$ cat src/rtl/adpcm_enc_pack.sv
// adpcm_enc_pack: hands signed PCM samples one at a time to a toggle-request
// ADPCM codec (encode direction), collects the 4-bit codes it returns and packs
// two consecutive codes into one byte, low nibble first, on a valid/ready stream.
// A block ending on an odd code is flushed as {4'h0, code} with m_last set.
module adpcm_enc_pack #(
  parameter int ACK_TMO = 8
) (
  input  logic        clk,
  input  logic        rstn,
  input  logic        enable,
  input  logic [15:0] s_pcm,
  input  logic        s_valid,
  output logic        s_ready,
  input  logic        s_last,
  output logic [15:0] c_rx_pcm,
  output logic        c_sel_rx,
  output logic        c_req,
  input  logic        c_ack,
  input  logic [3:0]  c_tx_adpcm,
  output logic [7:0]  m_byte,
  output logic        m_valid,
  input  logic        m_ready,
  output logic        m_last,
  output logic        err_tmo
);

  localparam int CNT_W = $clog2(ACK_TMO + 1);

  typedef enum logic [2:0] {
    IDLE    = 3'd0,
    SETUP   = 3'd1,
    FIRE    = 3'd2,
    WAIT_LO = 3'd3,
    WAIT_HI = 3'd4,
    PACK    = 3'd5,
    OUT     = 3'd6
  } state_t;

  state_t state_q, state_d;

  logic signed [15:0] pcm_q, pcm_d;
  logic               last_q, last_d;
  logic               req_q, req_d;
  logic [CNT_W-1:0]   cnt_q, cnt_d, cnt_inc;
  logic               tmo_hit;
  logic               err_q, err_d;
  logic               phase_q, phase_d;
  logic [3:0]         nib_q, nib_d;
  logic [7:0]         byte_q, byte_d;
  logic               mvalid_q, mvalid_d;
  logic               mlast_q, mlast_d;
  // Keeps s_ready low while reset is asserted and for the first edge after it.
  logic               run_q, run_d;
  logic               accept;

  assign cnt_inc = cnt_q + CNT_W'(1);
  assign tmo_hit = (cnt_inc == CNT_W'(ACK_TMO));
  assign accept  = s_valid && s_ready;

  // Output process: the only combinational output is the upstream ready.
  always_comb begin
    s_ready = 1'b0;
    if (run_q && enable && (state_q == IDLE) && c_ack && !mvalid_q) begin
      s_ready = 1'b1;
    end
  end

  // Next-state process: one sample walks SETUP -> FIRE -> codec wait -> PACK.
  always_comb begin
    state_d = state_q;
    if (!enable) begin
      state_d = IDLE;
    end else begin
      case (state_q)
        IDLE:    if (accept) state_d = SETUP;
        SETUP:   state_d = FIRE;
        FIRE:    state_d = WAIT_LO;
        WAIT_LO: begin
          if (!c_ack) begin
            state_d = WAIT_HI;
          end else if (tmo_hit) begin
            state_d = IDLE;
          end
        end
        WAIT_HI: if (c_ack) state_d = PACK;
        PACK:    state_d = (!phase_q && !last_q) ? IDLE : OUT;
        OUT:     if (m_ready) state_d = IDLE;
        default: state_d = IDLE;
      endcase
    end
  end

  // State register.
  always_ff @(posedge clk or negedge rstn) begin
    if (!rstn) begin
      state_q <= IDLE;
    end else begin
      state_q <= state_d;
    end
  end

  // Datapath next values: sample latch, request toggle, timeout and nibble packing.
  always_comb begin
    pcm_d    = pcm_q;
    last_d   = last_q;
    req_d    = req_q;
    cnt_d    = cnt_q;
    err_d    = err_q;
    phase_d  = phase_q;
    nib_d    = nib_q;
    byte_d   = byte_q;
    mvalid_d = mvalid_q;
    mlast_d  = mlast_q;
    run_d    = 1'b1;
    if (!enable) begin
      pcm_d    = '0;
      last_d   = 1'b0;
      req_d    = 1'b0;
      cnt_d    = '0;
      err_d    = 1'b0;
      phase_d  = 1'b0;
      nib_d    = '0;
      byte_d   = '0;
      mvalid_d = 1'b0;
      mlast_d  = 1'b0;
    end else begin
      case (state_q)
        IDLE: begin
          if (accept) begin
            pcm_d  = s_pcm;
            last_d = s_last;
          end
        end
        FIRE: begin
          req_d = ~req_q;
          cnt_d = '0;
        end
        WAIT_LO: begin
          if (c_ack) begin
            cnt_d = cnt_inc;
            if (tmo_hit) begin
              // Codec never took the request: drop this sample and any half byte.
              err_d   = 1'b1;
              phase_d = 1'b0;
              nib_d   = '0;
            end
          end
        end
        PACK: begin
          if (!phase_q) begin
            nib_d   = c_tx_adpcm;
            phase_d = 1'b1;
            if (last_q) begin
              byte_d   = {4'h0, c_tx_adpcm};
              mlast_d  = 1'b1;
              mvalid_d = 1'b1;
            end
          end else begin
            byte_d   = {c_tx_adpcm, nib_q};
            mlast_d  = last_q;
            mvalid_d = 1'b1;
            phase_d  = 1'b0;
          end
        end
        OUT: begin
          if (m_ready) begin
            mvalid_d = 1'b0;
            mlast_d  = 1'b0;
            phase_d  = 1'b0;
          end
        end
        default: begin
        end
      endcase
    end
  end

  // Datapath registers.
  always_ff @(posedge clk or negedge rstn) begin
    if (!rstn) begin
      pcm_q    <= '0;
      last_q   <= 1'b0;
      req_q    <= 1'b0;
      cnt_q    <= '0;
      err_q    <= 1'b0;
      phase_q  <= 1'b0;
      nib_q    <= '0;
      byte_q   <= '0;
      mvalid_q <= 1'b0;
      mlast_q  <= 1'b0;
      run_q    <= 1'b0;
    end else begin
      pcm_q    <= pcm_d;
      last_q   <= last_d;
      req_q    <= req_d;
      cnt_q    <= cnt_d;
      err_q    <= err_d;
      phase_q  <= phase_d;
      nib_q    <= nib_d;
      byte_q   <= byte_d;
      mvalid_q <= mvalid_d;
      mlast_q  <= mlast_d;
      run_q    <= run_d;
    end
  end

  assign c_rx_pcm = pcm_q;
  assign c_sel_rx = 1'b0;
  assign c_req    = req_q;
  assign m_byte   = byte_q;
  assign m_valid  = mvalid_q;
  assign m_last   = mlast_q;
  assign err_tmo  = err_q;

endmodule

$ cat config.mk
export PLATFORM = sky130hd
export DESIGN_NAME = adpcm_enc_pack
export DESIGN_NICKNAME = d
export VERILOG_FILES = /design/src/rtl/adpcm_enc_pack.sv
export SDC_FILE = /design/constraint.sdc
export NUM_CORES = 1
export LEC_CHECK = 0
export ABC_AREA = 1
export CORE_UTILIZATION = 43
export CTS_CLUSTER_SIZE = 8
export DETAILED_ROUTE_END_ITERATION = 16
export GPL_TIMING_DRIVEN = 0
export PLACE_DENSITY = 0.76
export SETUP_SLACK_MARGIN = 0.05
export SLEW_MARGIN = 10
export SYNTH_ARGS = -nofsm -noshare
export SYNTH_HDL_FRONTEND = slang
export SYNTH_SLANG_ARGS = --single-unit
export TNS_END_PERCENT = 10
$ cat constraint.sdc
create_clock -name clk -period 1.35 [get_ports clk]
set_clock_uncertainty 0.1 [all_clocks]
set_input_delay 0.135 -clock clk [delete_from_list [all_inputs] [get_ports clk]]
set_output_delay 0.135 -clock clk [all_outputs]
set_load 0.02 [all_outputs]
==> results.txt, run 1 <==
Outcome: finished, violations left
Gpl congestion: 0.863
Final #Nets: 349
Setup TNS Final: -2.99 ns
DIE HEIGHT: 71.0 um
Final setup vio count: 39
Worst path arrival time: 1.28 ns
Clock Pin Slew Worst Setup and Hold Paths: 0.08 ns
Routed WL per cell: 13.3 um
Post-synthesis register bit count: 42
Crit start category: register
Non-Filler Instances: 374
Fmax: 661 MHz
Clock Latency Late Sink: 0.29 ns
First-pass GRT wire length: 8.72 mm
Clk sinks: 42
Leakage power: 1.57 nW
Ys Warns: 0
Die Footprint: 5030 um^2
Ratio of cells with drive above 1 in the final layout: 27.3%
Tcrit/Tclk final: 112%
# diodes: 0
Chip width: 71.0 um
Synth async-reset ratio: 100%
Max IR drop VDD: 0.460 mV
Rows: 24
Final Hold Viols: 0
Maxcap violations: 0
Antenna violations before repair: 0
PortBufs: 54
Minimum clock period: 1.51 ns
R2R depth: 9
Clk root buf: clkbuf_8
Total GRT Usage: 22.2%
Design area: 3040 um^2
Initial cell density of the core: 45.7%
Power Total: 2.99 mW
Hold path cells: 3
PwrDens: 984 nW/um^2
CTS tree: done
Vias in the first global route: 1829
Syn_nets: 277
Placed Area: 2680 um^2
Total wire length: 4.99 mm
Io pins: 57
Post-Place Cells: 356
Main flop type after synthesis: dfrtp_1
Post-synth EDFFs: 0
Cells after Synth: 249
Core area: 4470 um^2
Antenna Nets Post-Route: 0
Final global-route overflow total: 0
Routed vias: 1908
Worst Path Required: 1.12 ns
Avg Inst Size Synth: 8.21 um^2
TritonRoute pass-1 iters: 11
Area Overhead vs Synth: 48.8%
Post-detail-place hpwl: 3.36 mm
Failing checks: DRC, setup timing
DRC Markers: 4
H-tree level count: 2
CTS Buf Count: 5
Setup WS post-layout: -0.163 ns
Vias/cell: 5.10
Fin. max-slew vios: 0
1st-iter DRT viols: 94
Largest net degree at the start of global routing: 29
Hold crit path type: in2reg
Worst-path maximum fanout: 6
Crit path capture type: output port
Sequential-to-total area share from yosys stat: 51.4%
Mapped cell area: 2040 um^2
Setup Slack @ Placement: -0.788 ns
Unrepaired setup endpoints after global routing: true
Clock Path Buffers: 2
Post-synth cell types: 29
Worst setup path class: reg2out
## power breakdown
group | total [mW] | internal, mW | switching, mW
registers | 1.40 | 1.33 | 0.0742
clock network | 0.973 | 0.552 | 0.422
logic | 0.620 | 0.277 | 0.343
total | 2.99 | 2.15 | 0.838
## cells in the mapped netlist, types with 2 or more instances
| cell type | number | area share, % |
|---|---|---|
| dfrtp_1 | 42 | 51 |
| o31ai_1 | 2 | 0.73 |
| nor3_1 | 2 | 0.49 |
| o21ai_0 | 13 | 3.2 |
| nand2_1 | 62 | 11 |
| nor2_1 | 19 | 3.5 |
| inv_1 | 16 | 2.9 |
| nand3_2 | 2 | 0.98 |
| nand4_1 | 3 | 0.92 |
| nand3_1 | 47 | 12 |
| conb_1 | 2 | 0.37 |
| buf_2 | 4 | 0.98 |
| inv_2 | 4 | 0.73 |
| a21oi_1 | 6 | 1.5 |
| clkbuf_1 | 3 | 0.55 |
| nor2_2 | 2 | 0.61 |
| nand2_2 | 5 | 1.5 |
| nor2_4 | 4 | 2.2 |
## cells by family (layout without fill, tap and decap cells)
family                     count (synthesis)  count (layout)  synth area share (%)
and+or+nand+nor                          150             150                  34.8
AOI/OAI and AO/OA                         24              24                  6.61
adders and majority gates                  1               1                 0.612
xor gates and xnor gates                   1               1                 0.428
buffers and inverters                     29             102                  5.75
DFF                                       42              42                  51.4
other                                      2               2                 0.367
## worst paths after layout
check,from,end,slack (ns)
max in group asynchronous,rstn,m_valid,0.49
worst min-delay path,s_valid,c_rx_pcm[1],0.17
worst max register to register,state_q[1],nib_q[0],-0.15
worst min register to register,nib_q[3],nib_q[3],0.37
worst max-delay path,state_q[1],s_ready,-0.16
min in group asynchronous,rstn,cnt_q[1],0.18
## metrics by stage
stage                     utilization [%]  hold WS (ns)
after floorplan                         -        -0.261
after global placement               59.5         0.353
after detailed placement             59.8       -0.0251
after CTS                            66.7         0.183
after global routing                 68.0         0.220
final                                68.0         0.174
## registers in the layout, indices dropped and copies added (netlist names)
register	count
c_req	1
c_rx_pcm	16
cnt_q	4
err_tmo	1
last_q	1
m_byte	8
m_last	1
m_valid	1
nib_q	4
phase_q	1
run_q	1
state_q	3
## per-layer routing
metal | up-vias | wire [um] | global-route usage [%] | part of all wire [%]
li1 | 953 | - | - | -
met1 | 877 | 2190 | 28.9 | 44
met2 | 69 | 2370 | 36.3 | 47
met3 | 9 | 358 | 5.98 | 7.2
met4 | 0 | 68 | 6.67 | 1.4
met5 | - | 0 | 0 | 0
## cell usage in the layout, fill, tap and decap left out, types with 2 or more instances in the layout
cell | netlist | routed
conb_1 | 2 | 2
nand2_4 | 1 | 5
clkbuf_1 | 3 | 2
o21ai_1 | 1 | 4
a21oi_1 | 6 | 6
nand2_2 | 5 | 10
clkbuf_4 | 0 | 2
o21ai_2 | 0 | 2
nor3_4 | 0 | 2
buf_6 | 0 | 6
nor2_4 | 4 | 6
inv_2 | 4 | 7
dfrtp_2 | 0 | 4
clkbuf_2 | 0 | 2
o31ai_2 | 1 | 2
dlygate4sd2_1 | 0 | 27
nand2_1 | 62 | 53
o21ai_0 | 13 | 8
clkbuf_8 | 0 | 5
nor2_1 | 19 | 17
dfrtp_1 | 42 | 38
nand3_2 | 2 | 17
nor2_2 | 2 | 2
nand4_1 | 3 | 3
buf_4 | 1 | 8
nand3_1 | 47 | 31
inv_1 | 16 | 12
clkdlybuf4s50_1 | 0 | 24
## critical path, stage by stage (launching register included)
cell and delay [ns]:
dfrtp_2 0.48, nor3_4 0.22, and2_4 0.18, buf_6 0.11
## final cells by class
cell class              instances  area [um^2]
flip-flops and latches         42         1060
repair buffers                 66          623
plain buffers                   8         55.1
clock buffers                   6         72.6
fillers                       364         1430
well taps                      52         65.1
clock inverters                 2         37.5
inverters                      20         77.6
multi-input cells             178         1060
## timing repair
action / 4_1_cts / 5_1_grt
hold endpoints to repair: 42 / 0
pin swaps: 21 / 7
hold buffers: 1 / 0
setup buffers: 6 / 3
resized for setup: 85 / 18
endpoints found under the setup margin: 69 / 46
gates cloned: 1 / 0
Power figures use the tool's default switching activity.
==> inputs of run 2 (changes only) <==
--- a/config.mk
+++ b/config.mk
@@ -6,11 +6,11 @@
 export NUM_CORES = 1
 export LEC_CHECK = 0
 export ABC_AREA = 1
-export CORE_UTILIZATION = 43
+export CORE_UTILIZATION = 30
 export CTS_CLUSTER_SIZE = 8
 export DETAILED_ROUTE_END_ITERATION = 16
 export GPL_TIMING_DRIVEN = 0
-export PLACE_DENSITY = 0.76
+export HOLD_SLACK_MARGIN = 0.12
 export SETUP_SLACK_MARGIN = 0.05
 export SLEW_MARGIN = 10
 export SYNTH_ARGS = -nofsm -noshare
==> run 2 against run 1 <==
The flow still finishes with violations (DRC, setup timing). Core utilization decreased by 19 points. Via count increased by 1.0%. First-iteration DRC count decreased by 23%. Register-to-register slack about the same. Critical path depth unchanged. Clock-buffer cell count decreased by 1. Largest power group unchanged. Highest routed layer unchanged.
==> results.txt, run 2 (synthesized netlist as in run 1, its figures left out) <==
Unrepaired setup endpoints after global routing: true
Max incr delay on CP: 0.43 ns
First-pass GRT wire length: 8.72 mm
Maxcap violations: 0
Switching share of power: 30.6%
DIE HEIGHT: 84.6 um
Final global-route overflow total: 0
Gpl congestion: 0.897
Sequential Power Share: 48.1%
Largest net degree at the start of global routing: 26
Non-Filler Instances: 405
Vias in the first global route: 1890
Leading cell type in the layout, fill and taps excluded: nand2_1
TritonRoute pass-1 iters: 10
Hold crit path type: in2reg
Vias/cell: 4.76
PwrDens: 914 nW/um^2
Die Footprint: 7150 um^2
Busiest metal layer after global routing: met2
Routed WL per cell: 13.1 um
Final #Nets: 355
Final Hold Viols: 0
Most frequent cells in the layout: nand2_1, dfrtp_1, nand3_1
Rel. slew slack: 65.5%
1st-iter DRT viols: 72
Clk sinks: 42
Outcome: finished, violations left
Routed vias: 1928
Met1 GRT Util: 19.9%
Switch Pwr: 882 uW
Internal Pwr Total: 2.00 mW
H-tree level count: 2
Tcrit/Tclk final: 111%
Clk root buf: clkbuf_8
Slew @ Worst Pin: 0.517 ns
Core area: 6460 um^2
Clock Latency Late Sink: 0.30 ns
Minimum clock period: 1.49 ns
Area Overhead vs Synth: 54.3%
Max reg flops: 16
Worst Path Required: 1.12 ns
Design area: 3160 um^2
Fmax: 670 MHz
Chip width: 84.6 um
Total GRT Usage: 15.5%
# diodes: 0
Crit start category: register
Placed Area: 2710 um^2
CTS tree: done
Initial cell density of the core: 31.7%
Max IR drop VDD: 0.470 mV
Met3 GRT Util: 4.62%
Part of the power in combinational logic: 23.9%
Setup TNS Final: -2.33 ns
Fin. max-slew vios: 0
Setup WS post-layout: -0.143 ns
Failing checks: DRC, setup timing
Met2 usage: 24.9%
CTS Buf Count: 5
Clock Power Share: 28.1%
Leakage power: 1.62 nW
Post-detail-place hpwl: 3.58 mm
Antenna Nets Post-Route: 0
Clock Path Buffers: 2
Final setup vio count: 36
Ratio of cells with drive above 1 in the final layout: 30.2%
Clock Pin Slew Worst Setup and Hold Paths: 0.08 ns
Worst setup path class: reg2out
Total wire length: 5.32 mm
Critical path, cell by cell: nor3_4 -> and2_4 -> buf_6
PortBufs: 54
Io pins: 57
Power Total: 2.88 mW
Worst path arrival time: 1.26 ns
Post-Place Cells: 381
Worst-path maximum fanout: 3
Crit path capture type: output port
Rows: 29
Antenna violations before repair: 0
Slowest CP cell: dfrtp_2
DRC Markers: 12
run 2: final timing paths:
check	startpoint	end	slack, ns	cells past startpoint
setup / recovery	state_q[2]	s_ready	-0.14	3
hold / removal	s_valid	last_q	0.20	3
setup reg to reg	cnt_q[0]	nib_q[0]	-0.14	8
hold reg to reg	m_byte[4]	m_byte[4]	0.38	2
max in group asynchronous	rstn	state_q[0]	0.46	3
min in group asynchronous	rstn	c_rx_pcm[5]	0.21	2
run 2: critical path, delay by kind of cell, from the launching register on:
kind                   cells  cell delay, ns
and+or+nand+nor            2            0.42
buffers and inverters      1            0.11
DFF                        1            0.43
run 2: cell type report:
cell class	instances	area, um^2
buffer	8	52.6
clock buffer	5	68.8
clock inverter	3	21.3
fill	680	3300
inverter	20	87.6
multi-input combinational	178	1080
sequential	42	1060
tap	77	96.3
timing repair buffer	72	691
run 2: per-stage QoR:
step	setup slack [ns]	util [%]	hold WS, ns
after CTS	-0.184	46.1	0.183
after global routing	-0.225	48.9	0.232
final	-0.143	48.9	0.199
after detailed placement	-0.804	41.9	0.00308
after floorplan	0.00847	-	-0.261
after global placement	-1.30	41.7	0.356
run 2: power by group through the flow:
stage / logic (mW) / clock network [mW] / registers, mW
floorplan: 0.236 / 0 / 1.45
global placement: 0.507 / 0 / 1.41
CTS: 0.604 / 0.840 / 1.38
detailed placement: 0.519 / 0 / 1.41
global route: 0.754 / 0.887 / 1.39
finish: 0.688 / 0.810 / 1.39
run 2: metal layers:
metal,vias to the layer above,wire length (um)
li1,963,-
met1,903,2350
met2,53,2600
met3,9,290
met4,0,91
met5,-,0
run 2: what timing repair did:
| item | in CTS | in global routing |
|---|---|---|
| buffers inserted | 10 | 5 |
| hold buffers | 1 | 0 |
| pin swaps | 10 | 21 |
| gates cloned | 1 | 0 |
| gates resized for setup | 75 | 47 |
| endpoints found under the hold margin | 42 | 0 |
| endpoints found under the setup margin | 69 | 42 |
